$ cat config.mk
export PLATFORM = sky130hd
export DESIGN_NAME = shift_rows_ctrl
export DESIGN_NICKNAME = d
export VERILOG_FILES = /design/src/rtl/shift_rows_ctrl.sv
export SDC_FILE = /design/constraint.sdc
export NUM_CORES = 1
export LEC_CHECK = 0
export ABC_AREA = 1
export CAP_MARGIN = 20
export CORE_AREA = 3 3 174 176
export DETAILED_ROUTE_END_ITERATION = 10
export DIE_AREA = 0 0 177 179
export GPL_TIMING_DRIVEN = 0
export MAX_ROUTING_LAYER = met4
export SLEW_MARGIN = 20
export SYNTH_ARGS = -nofsm -noshare
export SYNTH_HDL_FRONTEND = slang
export SYNTH_SLANG_ARGS = --single-unit
$ cat constraint.sdc
create_clock -name clk -period 5.1 [get_ports clk]
set_input_delay 0.765 -clock clk [delete_from_list [all_inputs] [get_ports clk]]
set_output_delay 0.765 -clock clk [all_outputs]
set_load 0.005 [all_outputs]
$ cat src/rtl/shift_rows_ctrl.sv
// shift_rows_ctrl: sequences the 32-bit ShiftRows row unit over the four rows
// of a captured 128-bit AES state and returns the reassembled result.
// Optional feature macro: SHIFT_ROWS_CTRL_INV_EN adds the inv port, which
// selects InvShiftRows by driving row_idx = (4 - r) mod 4.
module shift_rows_ctrl (
    input  logic         clk,
    input  logic         rst,
    input  logic         in_valid,
    output logic         in_ready,
    input  logic [127:0] in_state,
    output logic         out_valid,
    input  logic         out_ready,
    output logic [127:0] out_state,
    output logic [1:0]   row_idx,
    output logic [31:0]  row_data,
    output logic         row_start,
    input  logic         row_done,
`ifdef SHIFT_ROWS_CTRL_INV_EN
    input  logic [31:0]  row_result,
    input  logic         inv
`else
    input  logic [31:0]  row_result
`endif
);

    localparam int unsigned STATE_W = 128;
    localparam int unsigned ROW_W   = 32;
    localparam int unsigned BYTE_W  = 8;
    localparam int unsigned NCOL    = 4;

    typedef enum logic [1:0] {
        IDLE = 2'd0,
        RUN  = 2'd1,
        OUT  = 2'd2
    } state_t;

    state_t             r_state;
    state_t             w_next;
    logic [1:0]         r_cnt;
    logic [STATE_W-1:0] r_data;
    logic [ROW_W-1:0]   w_row_sel;
    logic [1:0]         w_rot;
`ifdef SHIFT_ROWS_CTRL_INV_EN
    logic               r_inv;
`endif

    // FSM state register
    always_ff @(posedge clk or posedge rst) begin
        if (rst) begin
            r_state <= IDLE;
        end else begin
            r_state <= w_next;
        end
    end

    // Next-state decode; the last row's done replaces the 3 -> 0 counter wrap
    always_comb begin
        w_next = r_state;
        case (r_state)
            IDLE: if (in_valid)                   w_next = RUN;
            RUN:  if (row_done && r_cnt == 2'd3) w_next = OUT;
            OUT:  if (out_ready)                 w_next = IDLE;
            default:                             w_next = IDLE;
        endcase
    end

    // Row counter, state capture and per-row write-back
    always_ff @(posedge clk or posedge rst) begin
        if (rst) begin
            r_cnt  <= 2'd0;
            r_data <= '0;
`ifdef SHIFT_ROWS_CTRL_INV_EN
            r_inv  <= 1'b0;
`endif
        end else begin
            case (r_state)
                IDLE: begin
                    if (in_valid) begin
                        r_data <= in_state;
                        r_cnt  <= 2'd0;
`ifdef SHIFT_ROWS_CTRL_INV_EN
                        r_inv  <= inv;
`endif
                    end
                end
                RUN: begin
                    if (row_done) begin
                        for (int c = 0; c < int'(NCOL); c++) begin
                            r_data[int'(STATE_W) - 1 - int'(BYTE_W) * (int'(r_cnt) + 4 * c) -: BYTE_W]
                                <= row_result[int'(ROW_W) - 1 - int'(BYTE_W) * c -: BYTE_W];
                        end
                        if (r_cnt != 2'd3) begin
                            r_cnt <= r_cnt + 2'd1;
                        end
                    end
                end
                default: ;
            endcase
        end
    end

    // Gather row r of the state register as {s(r,0), s(r,1), s(r,2), s(r,3)}
    always_comb begin
        w_row_sel = '0;
        for (int c = 0; c < int'(NCOL); c++) begin
            w_row_sel[int'(ROW_W) - 1 - int'(BYTE_W) * c -: BYTE_W] =
                r_data[int'(STATE_W) - 1 - int'(BYTE_W) * (int'(r_cnt) + 4 * c) -: BYTE_W];
        end
    end

    // Rotation amount handed to the row unit
    always_comb begin
`ifdef SHIFT_ROWS_CTRL_INV_EN
        w_rot = r_inv ? (2'd0 - r_cnt) : r_cnt;
`else
        w_rot = r_cnt;
`endif
    end

    // Output decode from registered state only
    always_comb begin
        in_ready  = 1'b0;
        out_valid = 1'b0;
        row_start = 1'b0;
        row_idx   = 2'd0;
        row_data  = '0;
        case (r_state)
            IDLE: in_ready = 1'b1;
            RUN: begin
                row_start = 1'b1;
                row_idx   = w_rot;
                row_data  = w_row_sel;
            end
            OUT:  out_valid = 1'b1;
            default: ;
        endcase
    end

    assign out_state = r_data;

endmodule

==> results.cfg <==
[routing]
drcViolationCount = 0
vias = 10700
dr.pass1.iters = 8
drt_iter0_drc = 893
routed_wl_um = 43200
avgRoutedWirePerCell_um = 19.8
antenna_left = 0
viasPerCell = 4.91

[worst_setup_path]
path_cells = buf_2 -> clkinv_1 -> buf_2 -> clkbuf_1 -> o21ai_0 -> a21oi_1 -> clkdlybuf4s50_1
critical_path_class = flip-flop to output port
critPathBufInv = 5
required_ns = 4.34
critPathMaxStageDelay_ns = 0.56
startpoint_type = flip-flop
cp_common_cell = buf_2
crit_fanout = 11
critical_path.slowest_cell = clkdlybuf4s50_1
crit_family = buffers and inverters
critical_path_arrival_ns = 3.02
cp-end-kind = output port

[outcome]
status = finished, final reports clean

[timing]
rsz0062_at_grt = no
final_max_slew_viol_count = 0
finalCritPeriodShare_pct = 74.2
setup_ws_ns = 1.32
slew_headroom_pct = 44.8
clock_skew_ns = 0.0118
fin_hold_ws_ns = 0.502
setup_viol = 0
worstMarginPinSlew_ns = 0.828
hold_viol = 0
fmax_mhz = 264
fin_crit_ns = 3.78
fin_setup_tns_ns = 0

[power]
power.leakage_nw = 6.58
max-vdd-ir-drop_v = 0.000248
powerDensity_nw_per_um2 = 612
finalPower_mw = 7.94

[logic_synthesis]
yosysWarnings = 0
ys_seq_elements = 132
synthArstFlopShare_pct = 100
ys.flop_type = dfrtp_1
syn_area_um2 = 8580
synth_cell_types = 16
synthesis.nets = 1603
syn_inst = 1434
yosys.cell_count.top_type = nand2_1
synth.avg_cell_area_um2 = 5.98
post-synth-top-area-cell = dfrtp_1
yosysSeqAreaShare_pct = 38.5
synth_common_cells = nand2_1, nor2_1, dfrtp_1
synth_area_leaders = dfrtp_1, nand2_1, nor2_1
synth_top_area_share_pct = 38.5
synth_edf_count = 0

[cts]
tritoncts = built
postCtsHoldBufs = 0
post-cts-setup-buffers = 0
clock_latency_ns = 0.43
ctsHtreeMaxLevel = 4
cts_buffer_depth = 2
cts_inserted_buffers = 17
clk_pin_slew_ns = 0.06
cts_sinks = 132
cts-root-buf = clkbuf_16
ctsResizeCount = 0

[cells_and_area]
fin_area_um2 = 13000
final_util_pct = 45.1
stdcell_count = 2179
nNetsFinal = 1952
drive_above_1_share_pct = 3.96
area_delta_synth_final_pct = 51.3

[global_routing]
grt_pass1_vias = 10300
track_usage_pct = 27.3
antenna_found_initial = 1
grt_pass1_wl_um = 62600
gr-total-overflow = 0
grt_max_degree = 71

[floorplan]
dieArea_um2 = 31700
die_height_um = 179
die_w_um = 177
fp.coreArea_um2 = 28800
start_util_pct = 29.8
rows = 62
ios = 330

[flow_run]
drv_cap = 0

[place]
gp_congestion = 0.888
port_buffers = 329
dp_slack_ns = 1.77
hpwl_um = 32200
dp.cells = 2148
placed_cell_area_um2 = 12400

[hold_path]
hold_class = flip-flop to flip-flop
worst paths after layout:
check | startpoint | endpoint | cells after the start | slack [ns]
worst min-delay path | out_state[117] | out_state[117] | 2 | 0.50
worst max register to register | r_cnt[1] | out_state[113] | 12 | 1.85
worst max-delay path | r_cnt[0] | row_data[18] | 7 | 1.32
max in group asynchronous | rst | out_state[75] | 3 | 3.56
worst min register to register | out_state[117] | out_state[117] | 2 | 0.50
min in group asynchronous | rst | out_state[10] | 2 | 0.77
power breakdown:
group / leakage [nW] / total (mW) / switching, mW / internal, mW
clock: 0.289 / 1.30 / 0.516 / 0.780
sequential: 1.74 / 1.78 / 0.346 / 1.43
combinational: 4.55 / 4.87 / 2.98 / 1.89
total: 6.58 / 7.94 / 3.84 / 4.10
worst min-delay path, stage by stage, from the launching register on:
cell	delay, ns
dfrtp_1	0.36
nand2_1	0.06
nand2_1	0.05
registers in the layout (all words and copies together) (netlist names):
| signal | cells |
|---|---|
| out_state | 128 |
| r_cnt | 2 |
| r_state | 2 |
cell usage in the layout, fill, tap and decap left out, drive strengths merged:
| cell | instances |
|---|---|
| o21ai | 66 |
| bufinv | 3 |
| nor2 | 208 |
| ha | 4 |
| a21oi | 34 |
| inv | 47 |
| diode | 1 |
| dfrtp | 132 |
| clkdlybuf4s50 | 329 |
| nand3b | 35 |
| nand3 | 34 |
| nand2 | 780 |
| clkinvlp | 2 |
| clkinv | 5 |
| buf | 42 |
| clkbuf | 73 |
logic make-up after synthesis:
family | count (synthesis) | synth area share (%)
flops | 132 | 38.5
fa+ha+maj | 4 | 0.583
simple gates | 1057 | 48.4
buf+inv | 141 | 6.65
compound gates | 100 | 5.88
layout make-up:
class | instances | area, um^2
antenna | 1 | 2.50
buffer | 96 | 402
clock buffer | 18 | 439
clock inverter | 12 | 155
fill | 3052 | 15800
inverter | 45 | 176
multi-input combinational | 1161 | 4710
sequential | 132 | 3300
tap | 384 | 480
timing repair buffer | 330 | 3320
routing by layer:
metal | vias to the layer above | track usage [%] | share of wire, %
met2 | 552 | 43.8 | 46
met1 | 4987 | 35.3 | 42
met3 | 74 | 4.47 | 8.1
met5 | - | - | 0
li1 | 5079 | - | -
met4 | 0 | 9.17 | 3.0
Power figures use the tool's default switching activity.
